===== src/rtl/fifo_arb_pkg.sv =====
// ---------------------------------------------------------------------------
// fifo_arb_pkg
// Shared types and default constants for the FIFO write-port arbiter.
//   arb_state_e    : arbiter FSM states (IDLE, BURST)
//   NUM_REQ_DEF    : default number of requesters
//   DATA_W_DEF     : default word width (matches the FIFO data width)
//   BURST_MAX_DEF  : default maximum words per grant
//   STALL_CNT_W    : width of the optional stall statistics counter
// ---------------------------------------------------------------------------
package fifo_arb_pkg;

    typedef enum logic {
        IDLE  = 1'b0,
        BURST = 1'b1
    } arb_state_e;

    localparam int NUM_REQ_DEF   = 4;
    localparam int DATA_W_DEF    = 8;
    localparam int BURST_MAX_DEF = 4;
    localparam int STALL_CNT_W   = 16;

endpackage


===== src/rtl/fifo_wr_arbiter_rr_picker.sv =====
// ---------------------------------------------------------------------------
// rr_picker
// Combinational round-robin priority encoder. Searches req_valid_i upward
// starting at rr_ptr_i, wrapping from N-1 back to 0, and returns the first
// set index.
//   req_valid_i : per-requester request bits
//   rr_ptr_i    : index where the search starts (highest priority)
//   idx_o       : index of the winning requester (0 when none found)
//   found_o     : at least one request bit is set
// ---------------------------------------------------------------------------
module rr_picker #(
    parameter int N  = 4,
    parameter int IW = 2
) (
    input  logic [N-1:0]  req_valid_i,
    input  logic [IW-1:0] rr_ptr_i,
    output logic [IW-1:0] idx_o,
    output logic          found_o
);

    always_comb begin
        idx_o   = '0;
        found_o = 1'b0;
        for (int i = 0; i < N; i++) begin
            int c;
            // Explicit wrap keeps the candidate in range for non-power-of-2 N.
            c = int'(rr_ptr_i) + i;
            if (c >= N) begin
                c = c - N;
            end
            if (!found_o && req_valid_i[c]) begin
                found_o = 1'b1;
                idx_o   = IW'(c);
            end
        end
    end

endmodule


===== src/rtl/fifo_wr_arbiter.sv =====
// ---------------------------------------------------------------------------
// fifo_wr_arbiter
// Round-robin arbiter sharing one FIFO write port between NUM_REQ producers.
// Each grant is a burst of up to BURST_MAX words; a full FIFO stalls the
// current owner without ending the burst, so no word is ever dropped.
// Every burst is preceded by a one-cycle arbitration bubble in IDLE.
//
// Ports:
//   clk, rst    : clock, synchronous active-high reset
//   req_valid   : per-requester "word available"
//   req_data    : packed requester words, requester i at [i*DATA_W +: DATA_W]
//   req_gnt     : one-hot word-accept strobe (combinational)
//   fifo_full   : FIFO full flag
//   fifo_wr_en  : FIFO write enable (combinational, never while full)
//   fifo_data   : FIFO write data (zero outside an accept)
//   busy        : burst in progress
//   owner       : current or most recent burst owner
//   stall_clr   : (FIFO_WR_ARB_STATS_EN only) synchronous stall counter clear
//   stall_cnt   : (FIFO_WR_ARB_STATS_EN only) saturating stall-cycle counter
//
// Build option: define FIFO_WR_ARB_STATS_EN to add the stall statistics.
// ---------------------------------------------------------------------------
module fifo_wr_arbiter
    import fifo_arb_pkg::*;
#(
    parameter int NUM_REQ   = NUM_REQ_DEF,
    parameter int DATA_W    = DATA_W_DEF,
    parameter int BURST_MAX = BURST_MAX_DEF
) (
    input  logic                       clk,
    input  logic                       rst,
    input  logic [NUM_REQ-1:0]         req_valid,
    input  logic [NUM_REQ*DATA_W-1:0]  req_data,
    output logic [NUM_REQ-1:0]         req_gnt,
    input  logic                       fifo_full,
    output logic                       fifo_wr_en,
    output logic [DATA_W-1:0]          fifo_data,
    output logic                       busy,
    output logic [$clog2(NUM_REQ)-1:0] owner
`ifdef FIFO_WR_ARB_STATS_EN
    ,
    input  logic                       stall_clr,
    output logic [STALL_CNT_W-1:0]     stall_cnt
`endif
);

    localparam int IW = $clog2(NUM_REQ);
    localparam int CW = $clog2(BURST_MAX + 1);
    localparam logic [CW-1:0] LAST_CNT = CW'(BURST_MAX - 1);
    localparam logic [IW-1:0] LAST_IDX = IW'(NUM_REQ - 1);

    arb_state_e    state_q;
    logic [IW-1:0] owner_q;
    logic [IW-1:0] rr_ptr_q;
    logic [IW-1:0] rr_ptr_d;
    logic [CW-1:0] burst_cnt_q;
    logic [IW-1:0] pick_idx;
    logic          pick_found;
    logic          own_valid;
    logic          accept;

    rr_picker #(
        .N  (NUM_REQ),
        .IW (IW)
    ) u_picker (
        .req_valid_i (req_valid),
        .rr_ptr_i    (rr_ptr_q),
        .idx_o       (pick_idx),
        .found_o     (pick_found)
    );

    assign own_valid = req_valid[owner_q];
    // Gating with fifo_full here is what guarantees a write is never rejected.
    assign accept    = (state_q == BURST) && own_valid && !fifo_full;
    // Next search starts just past the finishing owner.
    assign rr_ptr_d  = (owner_q == LAST_IDX) ? '0 : owner_q + 1'b1;

    always_ff @(posedge clk) begin
        if (rst) begin
            state_q     <= IDLE;
            owner_q     <= '0;
            rr_ptr_q    <= '0;
            burst_cnt_q <= '0;
        end else begin
            case (state_q)
                IDLE: begin
                    if (pick_found) begin
                        owner_q     <= pick_idx;
                        burst_cnt_q <= '0;
                        state_q     <= BURST;
                    end
                end
                BURST: begin
                    if (accept) begin
                        burst_cnt_q <= burst_cnt_q + 1'b1;
                        if (burst_cnt_q == LAST_CNT) begin
                            state_q  <= IDLE;
                            rr_ptr_q <= rr_ptr_d;
                        end
                    end else if (!own_valid) begin
                        // Owner withdrew; a full FIFO alone never lands here.
                        state_q  <= IDLE;
                        rr_ptr_q <= rr_ptr_d;
                    end
                end
                default: state_q <= IDLE;
            endcase
        end
    end

    always_comb begin
        req_gnt    = '0;
        fifo_wr_en = 1'b0;
        fifo_data  = '0;
        if (accept) begin
            req_gnt[owner_q] = 1'b1;
            fifo_wr_en       = 1'b1;
            fifo_data        = req_data[int'(owner_q)*DATA_W +: DATA_W];
        end
    end

    assign busy  = (state_q == BURST);
    assign owner = owner_q;

`ifdef FIFO_WR_ARB_STATS_EN
    logic [STALL_CNT_W-1:0] stall_cnt_q;
    logic                   stall_hit;

    assign stall_hit = (state_q == BURST) && own_valid && fifo_full;

    always_ff @(posedge clk) begin
        if (rst || stall_clr) begin
            stall_cnt_q <= '0;
        end else if (stall_hit && (stall_cnt_q != '1)) begin
            stall_cnt_q <= stall_cnt_q + 1'b1;
        end
    end

    assign stall_cnt = stall_cnt_q;
`endif

endmodule


===== config.mk =====
export PLATFORM = sky130hd
export DESIGN_NAME = fifo_wr_arbiter
export DESIGN_NICKNAME = d
export VERILOG_FILES = /design/src/rtl/fifo_arb_pkg.sv /design/src/rtl/fifo_wr_arbiter_rr_picker.sv /design/src/rtl/fifo_wr_arbiter.sv
export SDC_FILE = /design/constraint.sdc
export NUM_CORES = 1
export LEC_CHECK = 0
export BUFFER_PORTS_ARGS = -buffer_cell sky130_fd_sc_hd__buf_2
export CAP_MARGIN = 5
export CORE_AREA = 2 2 43 54
export DETAILED_ROUTE_END_ITERATION = 6
export DIE_AREA = 0 0 45 56
export GPL_TIMING_DRIVEN = 0
export PLACE_DENSITY_LB_ADDON = 0.1
export RECOVER_POWER = 25
export SETUP_SLACK_MARGIN = 0.3
export SYNTH_ARGS = -nofsm -noshare
export SYNTH_HDL_FRONTEND = slang
export SYNTH_SLANG_ARGS = --single-unit

===== constraint.sdc =====
create_clock -name clk -period 3.9 [get_ports clk]
set_input_delay 0.585 -clock clk [delete_from_list [all_inputs] [get_ports clk]]
set_output_delay 0.585 -clock clk [all_outputs]
set_load 0.02 [all_outputs]

==> results of run 1 <==
cells by family after synthesis:
group | synth area share, %
compound gates | 10.87
mux | 29.71
buf+inv | 6.376
simple gates | 25.80
flops | 18.55
fa+ha+maj | 8.695
power by group:
part | switching, W | leakage, nW | internal, W
sequential | 0.00000902 | 0.0654 | 0.0000877
clock | 0.0000268 | 0.0138 | 0.0000351
combinational | 0.0000549 | 0.483 | 0.0000621
state kept, by name (all words and copies together), names as in the netlist:
signal and count:
owner 2, burst_cnt_q 3, rr_ptr_q 2, busy 1
metrics by stage:
step | hold WS (ns) | instance area (sq um) | instances | worst slack (ns) | total power (W)
after floorplan | 0.4480 | 863.3 | 88 | 1.574 | 0.0001765
after global placement | 0.4626 | 1154 | 161 | 1.409 | 0.0002148
after detailed placement | 0.4720 | 1154 | 161 | 1.404 | 0.0002180
after CTS | 0.4795 | 1176 | 164 | 1.332 | 0.0002816
after global routing | 0.4937 | 1170 | 164 | 0.9443 | 0.0002950
final | 0.4755 | 1170 | 164 | 1.124 | 0.0002757
final timing paths:
check	endpoint	slack [ns]	depth (start not counted)
worst max-delay path	fifo_data[0]	1.12	4
worst min-delay path	burst_cnt_q[1]	0.48	2
worst max register to register	rr_ptr_q[0]	2.03	4
worst min register to register	burst_cnt_q[1]	0.48	2
Yosys cell counts, types with 2 or more instances:
| library cell | n | area (sq um) |
|---|---|---|
| and2_1 | 12 | 75.07 |
| mux4_2 | 9 | 202.7 |
| dfxtp_1 | 8 | 160.2 |
| a21oi_1 | 6 | 30.03 |
| ha_1 | 6 | 75.07 |
| inv_1 | 4 | 15.01 |
| buf_2 | 3 | 15.01 |
| mux2_2 | 3 | 33.78 |
| nand2b_1 | 3 | 18.77 |
| o31ai_1 | 3 | 22.52 |
| and3_1 | 2 | 12.51 |
| clkbuf_1 | 2 | 7.510 |
| mux2i_1 | 2 | 20.02 |
| nand2_1 | 2 | 7.510 |
| nor2_1 | 2 | 7.510 |
| nor2b_1 | 2 | 12.51 |
| o21ai_0 | 2 | 10.01 |
metal layers:
layer,track usage [%],vias up
li1,-,441
met1,20.96,398
met2,30.82,43
met3,3.571,0
met4,3.782,0
met5,0,-
worst max-delay path, stage by stage (launching register included):
cell and delay [ns]:
dfxtp_1 0.46, clkbuf_1 0.58, mux4_2 0.58, and2_1 0.17, buf_2 0.15
area by class of cell:
cell class,count,share of cell area (%)
multi-input combinational,69,55.40
timing repair buffer,53,22.25
sequential,8,13.69
buffer,6,2.781
tap,20,2.139
clock buffer,3,1.925
inverter,5,1.818
==> results by group, run 1 <==
Run status
  • Status: complete, no violations

CTS
  • Clk slew on worst S/H paths: approximately 0.050 ns
  • CTS max path bufs: 2
  • CTS root buffer: clkbuf_4
  • CTS sink cnt: 8
  • CTS tree: done
  • CTS buffer count: 3
  • Clk_lat worst skew: approximately 0.25 ns
  • H-tree lvl count: 1
  • Resized cells post-CTS: 0
  • Post-CTS Hold Buffers: 0
  • Post-CTS Setup Repair Bufs: 0

STA
  • Setup Skew: between 0.0003 and 0.0004 ns
  • Max_slew headroom: 52.94%
  • Fin crit share: 71.19%
  • Worst-margin pin slew: around 0.71 ns
  • Top achievable clock speed: around 0.36 GHz
  • Final setup vio count: 0
  • Pins Over Slew Limit: 0
  • Setup_tns: 0 ns
  • Tmin final: ~2.8 ns
  • RSZ-0062 raised after global routing: false
  • Final hold vios: 0

Global route
  • GRT overflow: 0
  • Global-route wire length before repair: approximately 3600 microns
  • Largest net degree at the start of global routing: 11
  • Vias in the first global route: 864
  • Initial antenna violation count: 0
  • Gr usage total: between 10% and 20%

Routing
  • Top Metal Used: met3
  • DRT met1 WL: around 880 microns
  • WL met2: 1090 microns
  • Antenna violation net count after detailed routing: 0
  • Pre-Repair DR Iteration Count: 4
  • # DRC: 0
  • Wire per inst: roughly 14 microns
  • Routed WL: 2214 microns
  • Mean number of vias per cell: about 5.4
  • Met3 wire len: 245 microns
  • Via count: a little under 900
  • Drt first-iter violations: 5

Logic synthesis
  • Yosys warning total: 0
  • Post-Syn Area: ~860 sq um
  • FF+latch count, synth: 8
  • Syn nets: ~130
  • Synth Flop Type: dfxtp_1
  • Number of synthesized flops with an enable pin: 0
  • Library cells used by synthesis: 34
  • Asr flop ratio synth: 0%
  • Mean post-synth cell area: 9.811 sq um
  • Post-synthesis sequential area ratio: between 10% and 20%
  • Cells after synthesis: 88

Floorplan
  • Initial Util: 43.56%
  • Die Wd: 45 microns
  • Core Box Area: between 1500 and 2000 sq um
  • Die Span Y: 56 microns
  • Num ports: 55
  • Total Die Area: 2520 sq um
  • Site Rows: 18

Finish
  • Footprint of the multi-input gates: between 600 and 700 sq um
  • Area delta synth->final: 35.51%
  • Fillers: around 180
  • Layout cells sized above 1: between 40% and 50%
  • FF+latch area: between 150 and 200 sq um
  • Commonest non-fill, non-tap cell in the layout: buf_2
  • Ant. Diodes: 0
  • Final core occ: approximately three fifths
  • Most frequent cells in the layout: 51 x buf_2, 12 x and2_1, 9 x mux4_2
  • Nets: 191

Power and ir drop
  • Max VDD drop: 0.0001931 V
  • Power Density: 235.7 nW/um^2
  • Lkg Pwr: roughly 0.56 nW

Worst hold path
  • Min-delay worst type: reg2reg
  • HP Start: burst_cnt_q[1]

Worst setup path
  • Crit end category: output port
  • Data required time of the worst path: 3.31 ns
  • Worst EP arrival: ~2.2 ns
  • Crit path max fanout: 10
  • Startpoint types: flip-flop
  • Reg-to-reg critical path startpoint: owner[0]
  • CP startpoint: owner[0]
  • Kind of critical path: reg2out

Flow run
  • MaxCap Viol Count: 0

Place
  • IO Port Bufs: 53
  • Routability cong.: 0.7471
  • Post-DP HPWL: roughly 1800 microns
Power figures use the tool's default switching activity.
==> inputs of run 2 (changes only) <==
--- a/config.mk
+++ b/config.mk
@@ -7,9 +7,9 @@
 export LEC_CHECK = 0
 export BUFFER_PORTS_ARGS = -buffer_cell sky130_fd_sc_hd__buf_2
 export CAP_MARGIN = 5
-export CORE_AREA = 2 2 43 54
+export CORE_AREA = 2 2 46 59
 export DETAILED_ROUTE_END_ITERATION = 6
-export DIE_AREA = 0 0 45 56
+export DIE_AREA = 0 0 48 61
 export GPL_TIMING_DRIVEN = 0
 export PLACE_DENSITY_LB_ADDON = 0.1
 export RECOVER_POWER = 25
==> constraint.sdc (replaced) <==
create_clock -name clk -period 2.3 [get_ports clk]
set_input_delay 0.345 -clock clk [delete_from_list [all_inputs] [get_ports clk]]
set_output_delay 0.345 -clock clk [all_outputs]
set_load 0.02 [all_outputs]
==> run 2 against run 1 <==
  * Final area grew 15%
  * Flip-flop and latch count is the same
  * Largest cell class unchanged
  * Sequential power grew 68%
  * Sequential share of layout area shrank 1.5 points
  * Highest routed layer is now met4
  * Register-to-register slack lost 1.6 ns
  * Critical endpoint unchanged
==> results by group, run 2 (synthesis gave the netlist of run 1 again) <==
Run status
  • Status: complete, no violations (unchanged)

CTS
  • Clk_lat worst skew: 0.26 ns (was 0.25 ns)
  • Post-CTS Hold Buffers: 0 (unchanged)
  • CTS tree: done (unchanged)
  • CTS sink cnt: 8 (unchanged)
  • CTS root buffer: clkbuf_4 (unchanged)
  • CTS max path bufs: 2 (unchanged)
  • H-tree lvl count: 1 (unchanged)
  • CTS buffer count: 3 (unchanged)
  • Clk slew on worst S/H paths: 0.06 ns (was 0.05 ns)

STA
  • Worst hold slack: 0.4141 ns (was 0.4755 ns)
  • Top achievable clock speed: ~0.49 GHz
  • Worst setup margin: 0.2580 ns (was 1.124 ns)
  • Pins Over Slew Limit: 0 (unchanged)
  • Setup Skew: 0.004632 ns (was 0.0003573 ns)
  • Max_slew headroom: 73.06% (was 52.94%)
  • RSZ-0062 raised after global routing: true (was false)
  • Worst-margin pin slew: 0.4033 ns (was 0.7059 ns)
  • Fin crit share: around 90%
  • Final hold vios: 0 (unchanged)
  • Tmin final: ~2.0 ns
  • Setup_tns: 0 ns (unchanged)
  • Final setup vio count: 0 (unchanged)

Power and ir drop
  • Cell Int Power: 0.0003405 W (was 0.0001849 W)
  • Total Power: 0.0005060 W (was 0.0002757 W)
  • Sw frac: 32.71% (was 32.93%)
  • Lkg Pwr: 0.6179 nW (was 0.5622 nW)
  • Sequential share of power: 32.1% (was 35.1%)
  • Gate power share: 46.4% (was 42.4%)
  • Psw: 0.0001655 W (was 0.00009081 W)
  • Max VDD drop: 0.0003416 V (was 0.0001931 V)
  • Power Density: 376.9 nW/um^2 (was 235.7 nW/um^2)
  • Clk pwr share: 21.5% (was 22.5%)

Global route
  • Global-route wire length before repair: 3346 microns (was 3560 microns)
  • Largest net degree at the start of global routing: 11 (unchanged)
  • Vias in the first global route: 842 (was 864)
  • GRT overflow: 0 (unchanged)
  • Initial antenna violation count: 0 (unchanged)
  • Gr usage total: 16.03% (was 17.50%)

Floorplan
  • Initial Util: 36.32% (was 43.56%)
  • Total Die Area: 2928 sq um (was 2520 sq um)
  • Num ports: 55 (unchanged)
  • Die Span Y: 61 microns (was 56 microns)
  • Core Box Area: 2377 sq um (was 1982 sq um)
  • Die Wd: 48 microns (was 45 microns)
  • Site Rows: 20 (was 18)

Place
  • Pre-CTS setup slack: 0.2816 ns (was 1.404 ns)
  • IO Port Bufs: 53 (unchanged)
  • Post-DP HPWL: 1806 microns (was 1830 microns)
  • Routability cong.: 0.7641 (was 0.7471)
  • DP Area: 1171 sq um (was 1154 sq um)

Finish
  • Most frequent cells in the layout: 39 x buf_2, 14 x buf_6, 9 x mux4_2, 9 x and2_4, 7 x dfxtp_1 (was 51 x buf_2, 12 x and2_1, 9 x mux4_2)
  • Final Cell Area: 1343 sq um (was 1170 sq um)
  • Number of flip-flops in the largest register: 3 (unchanged)
  • Nets: 197 (was 191)
  • Ant. Diodes: 0 (unchanged)
  • Area delta synth->final: 55.51% (was 35.51%)
  • Layout cells sized above 1: 58.00% (was 48.61%)
  • Most flops, register: burst_cnt_q (unchanged)
  • Commonest non-fill, non-tap cell in the layout: buf_2 (unchanged)

Worst setup path
  • Critical path cell sequence: mux4_2 > nand3b_4 > inv_6 > buf_6 > and2_4 > buf_6 (was clkbuf_1 > mux4_2 > and2_1 > buf_2)
  • Startpoint types: flip-flop (unchanged)
  • Slowest-stage cell, CP: mux4_2 (was clkbuf_1)
  • Delay of the slowest critical-path stage: 0.54 ns (was 0.58 ns)
  • Worst EP arrival: 1.70 ns (was 2.19 ns)
  • Data required time of the worst path: 1.96 ns (was 3.31 ns)
  • Most Frequent Cell on Critical Path: buf_6
  • Kind of critical path: reg2out (unchanged)
  • Crit path max fanout: 7 (was 10)
  • Crit end category: output port (unchanged)

Routing
  • # DRC: 0 (unchanged)
  • Drt first-iter violations: 9 (was 5)
  • Antenna violation net count after detailed routing: 0 (unchanged)
  • Mean number of vias per cell: 5.104 (was 5.378)
  • Routed WL: 2364 microns (was 2214 microns)
  • Wire per inst: 12.92 microns (was 13.50 microns)
  • Via count: 934 (was 882)
  • Pre-Repair DR Iteration Count: 4 (unchanged)

Worst hold path
  • Min-delay worst type: in2reg (was reg2reg)

Flow run
  • MaxCap Viol Count: 0 (unchanged)
==> run 2: final timing paths <==
path | start | cells after the start | slack [ns] | to
min reg2reg | burst_cnt_q[0] | 1 | 0.48 | burst_cnt_q[0]
max | owner[0] | 6 | 0.26 | fifo_data[0]
min | rst | 3 | 0.41 | owner[0]
max reg2reg | owner[0] | 5 | 0.47 | rr_ptr_q[0]
==> run 2: critical path, delay by kind of cell (launching register included) <==
family | cells | cell delay, ns
muxes | 1 | 0.54
DFF | 1 | 0.36
and+or+nand+nor | 2 | 0.25
buffers and inverters | 3 | 0.29
==> run 2: power by group through the flow <==
| stage | Combinational, W | Sequential [W] | Clock (W) |
|---|---|---|---|
| 2_1_floorplan | 0.000129 | 0.000171 | 0 |
| 3_3_place_gp | 0.000199 | 0.000167 | 0 |
| 3_5_place_dp | 0.000202 | 0.000168 | 0 |
| 4_1_cts | 0.000233 | 0.000163 | 0.000112 |
| 5_1_grt | 0.000258 | 0.000164 | 0.000117 |
| 6_report | 0.000235 | 0.000162 | 0.000109 |
==> run 2: repair_timing <==
action,CTS,global route
gates resized for setup,33,5
setup endpoints to repair,13,12
cloned,1,0
pin swaps,1,0
setup buffers,3,2
==> run 2: through the flow <==
stage                     instances  util [%]
after floorplan                  88         -
after global placement          174     49.26
after detailed placement        174     49.26
after CTS                       181     55.42
after global routing            183     56.47
final                           183     56.47
==> run 2: final cells by class <==
| cell class | count | area [sq um] |
|---|---|---|
| plain buffers | 6 | 42.54 |
| well taps | 33 | 41.29 |
| flip-flops and latches | 8 | 163.9 |
| clock buffers | 3 | 22.52 |
| fillers | 222 | 1035 |
| repair buffers | 59 | 377.9 |
| multi-input cells | 69 | 670.6 |
| inverters | 5 | 23.77 |
==> run 2: routing by layer <==
layer | vias to the layer above | track usage [%] | share of wire, %
met3 | 4 | 1.488 | 7.5
met1 | 433 | 15.58 | 38
li1 | 457 | - | -
met4 | 0 | 6.950 | 0.93
met5 | - | 0 | 0
met2 | 40 | 31.81 | 53
